### config.mk
export PLATFORM = sky130hd
export DESIGN_NAME = keccak_absorb_padder
export DESIGN_NICKNAME = d
export VERILOG_FILES = /design/src/rtl/keccak_absorb_padder.sv
export SDC_FILE = /design/constraint.sdc
export NUM_CORES = 1
export LEC_CHECK = 0
export BUFFER_PORTS_ARGS = -buffer_cell sky130_fd_sc_hd__buf_2
export CORE_UTILIZATION = 25
export CTS_CLUSTER_SIZE = 8
export DETAILED_ROUTE_END_ITERATION = 6
export SETUP_SLACK_MARGIN = 0.15
export SLEW_MARGIN = 20
export SYNTH_ARGS = -nofsm -noshare
export SYNTH_HDL_FRONTEND = slang
export SYNTH_SLANG_ARGS = --single-unit
export TNS_END_PERCENT = 30
### constraint.sdc
create_clock -name clk -period 3.1 [get_ports clk]
set_input_delay 0.31 -clock clk [delete_from_list [all_inputs] [get_ports clk]]
set_output_delay 0.31 -clock clk [all_outputs]
set_load 0.05 [all_outputs]
### src/rtl/keccak_absorb_padder.sv
// keccak_absorb_padder: turns a 64-bit message word stream into rate-aligned sponge lanes with suffix and pad10*1.
module keccak_absorb_padder (
    input  logic        clk,
    input  logic        rst_n,
    input  logic        start,
    input  logic [4:0]  rate_words,
    input  logic [7:0]  suffix,
    input  logic        in_valid,
    input  logic [63:0] in_data,
    input  logic [3:0]  in_nbytes,
    input  logic        in_last,
    output logic        in_ready,
    output logic        absorb_valid,
    output logic [63:0] absorb_data,
    output logic        absorb_last,
    input  logic        absorb_ready,
    output logic        busy,
    output logic        done
);
    typedef enum logic [1:0] {IDLE, DATA, PAD, FLUSH} state_t;
    state_t      state, state_n;
    logic [4:0]  lane_cnt, rate_q;
    logic [7:0]  suffix_q;
    logic        suffix_pend, pend_n, load, load_last, done_n;
    logic        slot_free, final_lane, partial;
    logic [3:0]  eff_n;
    logic [63:0] part_word, load_data;
    assign slot_free  = !absorb_valid || absorb_ready;
    assign final_lane = lane_cnt == rate_q - 5'd1;
    assign partial    = in_last && in_nbytes < 4'd8;
    assign eff_n      = partial ? in_nbytes : 4'd8;
    assign in_ready   = state == DATA && slot_free;
    assign busy       = state != IDLE;
    // Full words pass through unchanged since eff_n=8 keeps every byte.
    genvar i;
    generate
        for (i = 0; i < 8; i++) begin : g_byte
            assign part_word[8*i+:8] = 4'(i) < eff_n ? in_data[8*i+:8] :
                                       4'(i) == eff_n ? suffix_q : 8'h00;
        end
    endgenerate
    always_comb begin
        state_n   = state;
        pend_n    = suffix_pend;
        load      = 1'b0;
        load_last = 1'b0;
        load_data = part_word;
        done_n    = 1'b0;
        case (state)
            IDLE: state_n = start ? DATA : IDLE;
            DATA: if (in_valid && slot_free) begin
                load      = 1'b1;
                load_last = partial && final_lane;
                load_data = part_word | {load_last ? 8'h80 : 8'h00, 56'h0};
                state_n   = load_last ? FLUSH : in_last ? PAD : DATA;
                pend_n    = !partial;
            end
            PAD: if (slot_free) begin
                load      = 1'b1;
                load_last = final_lane;
                load_data = {final_lane ? 8'h80 : 8'h00, 48'h0, suffix_pend ? suffix_q : 8'h00};
                pend_n    = 1'b0;
                state_n   = final_lane ? FLUSH : PAD;
            end
            FLUSH: if (absorb_valid && absorb_ready && absorb_last) begin
                done_n  = 1'b1;
                state_n = IDLE;
            end
            default: state_n = IDLE;
        endcase
    end
    always_ff @(posedge clk or negedge rst_n) begin
        if (!rst_n) begin
            state        <= IDLE;
            lane_cnt     <= '0;
            rate_q       <= '0;
            suffix_q     <= '0;
            suffix_pend  <= 1'b0;
            absorb_valid <= 1'b0;
            absorb_data  <= '0;
            absorb_last  <= 1'b0;
            done         <= 1'b0;
        end else begin
            state       <= state_n;
            suffix_pend <= pend_n;
            done        <= done_n;
            if (state == IDLE && start) begin
                rate_q   <= rate_words;
                suffix_q <= suffix;
                lane_cnt <= '0;
            end
            if (load) begin
                absorb_valid <= 1'b1;
                absorb_data  <= load_data;
                absorb_last  <= load_last;
                lane_cnt     <= final_lane ? 5'd0 : lane_cnt + 5'd1;
            end else if (absorb_ready) begin
                absorb_valid <= 1'b0;
                absorb_last  <= 1'b0;
            end
        end
    end
endmodule

==> summary.txt <==
Outcome: complete, no violations
PortBufs: 155
Initial Util: 25.44%
N_diodes: 0
FMAX: 444.5 MHz
Synthesized cell area: 0.004571 sq mm
Mapped Cells: 470
#FFs+latches synth: 88
First-pass DRT Iterations: 4
Sequential area share after synthesis: 48.18%
Drt first-iter violations: 208
Setup_tns: 0 ps
Hold Crit Start: rate_words[4]
Core area: 0.01796 sq mm
Final setup violation count: 0
Largest net degree at the start of global routing: 49
Fin nets: 702
Layout cells sized above 1: 34.75%
Clock H-tree levels: 3
Layout Utilization: 32.62%
Clk_skew: 11.20 ps
# IOs: 156
Vias per cell: 4.792
Post-Route WL: 15020 um
Final instance area: 0.005859 sq mm
Mapped Nets: 564
Total number of vias: 4035
Avg Cell Area, Syn: 9.725 sq um
Number of remaining DRC errors: 0
Initial antenna violation count: 1
Ys Warns: 0
Yosys top cell by area: dfrtp_1
Fraction of registers with async set/reset: 100.0%
Leak Pwr: 2.882 nW
Post-DP Area: 0.005560 sq mm
Yosys cell types: 54
Worst Max-Slew Pin Slew: 639.1 ps
Cts bufs inserted: 9
Worst-path clk slew: 70 ps
Total gr overflow: 0
Vias in the first global route: 3852
Critical path data arrival time: 1940 ps
Fillers: 1898
Slew headroom: 57.16%
EDFF count, synth: 0
Setup crit start kind: flip-flop
Row cnt: 49
Clock Latency Late Sink: 350 ps
Unrepaired setup endpoints after global routing: no
HP Class: input port to flip-flop
Power consumption: 6.371 mW
Max-cap violations: 0
Final Hold Fails: 0
Final Slew Violations: 0
GRT Overall Usage: 16.18%
Total die area: 0.01883 sq mm
Worst-path maximum fanout: 12
CTS tree: done
CTS root buf: clkbuf_16
Clk sinks: 88
Crit Path Category: flip-flop to output port
Post-route ant nets: 0
WL/cell: 17.83 um
Area contributors post-synth: dfrtp_1, o21ai_0, nand2_1
Min Tclk post-route: 2250 ps
Area share of the leading cell type in the synthesized netlist: 48.18%
Most used DFF post-synth: dfrtp_1
Placed cells: 825
Die Span X: 137.2 um
Worst IR Drop VDD: 571.7 uV
Die height: 137.2 um
DP Wirelength: 10600 um
First-pass GRT wire length: 22360 um
Critical path capture point type: output port
Post-route insts no fill: 842
Routability cong.: 0.7570
Clk buf depth: 2
PwrDens: 1087 mW/mm^2
Area Overhead vs Synth: 28.20%
Final worst-path cycle share: 72.58%
CP Data Required Time: 2790 ps
-- cell usage in the layout (no fill, tap or decap), types with 2 or more instances in the layout --
cell type   netlist  routed
a21oi_1          27      27
a221o_1           6       6
a22o_2            3       3
a22oi_1          24      24
and3_1           17      17
buf_2             7     154
buf_4             3       7
clkbuf_16         0       9
clkinvlp_4        0       2
dfrtp_1          88      88
ha_1              7       7
inv_1            12      12
inv_6             0       3
mux2_2           14      14
mux2i_1          18      18
nand2_1          84      84
nand2b_1          2       2
nand3_1           4       3
nor2_1            8       8
nor2b_1           3       3
nor3_2            2       2
nor4_4            2       2
nor4b_1           2       2
nor4b_4           2       2
o21a_1            2       2
o21ai_0          66      66
o21ai_1           2       2
o22ai_1           5       5
xnor2_1           8       8
xor2_1            2       2
-- layout make-up --
type                    count  area (sq um)  share of cell area [%]
clock buffers              10         239.0                   4.079
clock inverters             6         50.05                  0.8542
inverters                  12         45.04                  0.7687
multi-input cells         334          2183                   37.26
flip-flops and latches     88          2202                   37.58
well taps                 229         286.5                   4.890
repair buffers            163         853.3                   14.56
-- cell families after synthesis --
family / share of synthesized area [%]
compound gates: 19.38
simple gates: 16.67
flops: 48.18
buf+inv: 4.544
mux: 7.391
xor+xnor: 1.916
fa+ha+maj: 1.916
-- layer usage --
layer	track usage [%]	wire, um	up-vias
li1	-	-	1950
met1	22.29	6952	1922
met2	25.08	6910	141
met3	3.532	923	20
met4	5.189	216	2
met5	0	13	-
-- worst max-delay path, stage by stage (launching register included) --
cell     delay, ps
dfrtp_1        400
inv_1          130
ha_1           480
inv_1          140
nor2_1         160
buf_2          280
-- final timing paths --
kind	cells past startpoint	slack (ps)	to
max in group asynchronous	3	1960	absorb_data[14]
worst min-delay path	2	190	rate_q[4]
worst max-delay path	5	850	in_ready
worst min register to register	2	480	absorb_data[20]
worst max register to register	6	860	lane_cnt[2]
min in group asynchronous	2	490	absorb_data[2]
-- report_power, final --
group | internal (mW) | switching [mW]
Clock | 0.576 | 0.502
Combinational | 0.843 | 2.27
Sequential | 1.63 | 0.555
-- synthesized netlist by cell type, drive strengths merged, types with 2 or more instances --
cell type	instances
o21ai	69
clkbuf	21
nor4b	4
a21oi	27
buf	15
nand2b	4
nand2	84
and3	17
nor2	10
nor4	2
nand3	4
ha	7
xnor2	8
mux2i	18
mux2	14
a22oi	24
nor3	3
a221o	6
dfrtp	88
a22o	4
inv	12
nor2b	3
xor2	2
o22ai	5
o21a	2
nor3b	2
-- sequential cells by signal, summed over array words and instances, names as in the netlist, named ones only --
signal,cells
suffix_q,8
absorb_last,1
absorb_data,64
done,1
suffix_pend,1
state,1
absorb_valid,1
lane_cnt,5
rate_q,5
-- metrics by stage --
stage	worst slack, ps	hold slack, ps
6_report	850.1	185.1
5_1_grt	708.1	174.4
4_1_cts	811.0	169.4
3_5_place_dp	912.6	332.5
3_3_place_gp	983.2	340.0
2_1_floorplan	1111	14.41
-- timing repair --
| item | CTS | global route |
|---|---|---|
| buffers inserted | 0 | 0 |
| gates resized for setup | 0 | 0 |
| hold buffers | 1 | 0 |
| setup endpoints to repair | 0 | 0 |
| endpoints found under the hold margin | 40 | 0 |
Note: power is estimated with default switching activity, not from simulation.
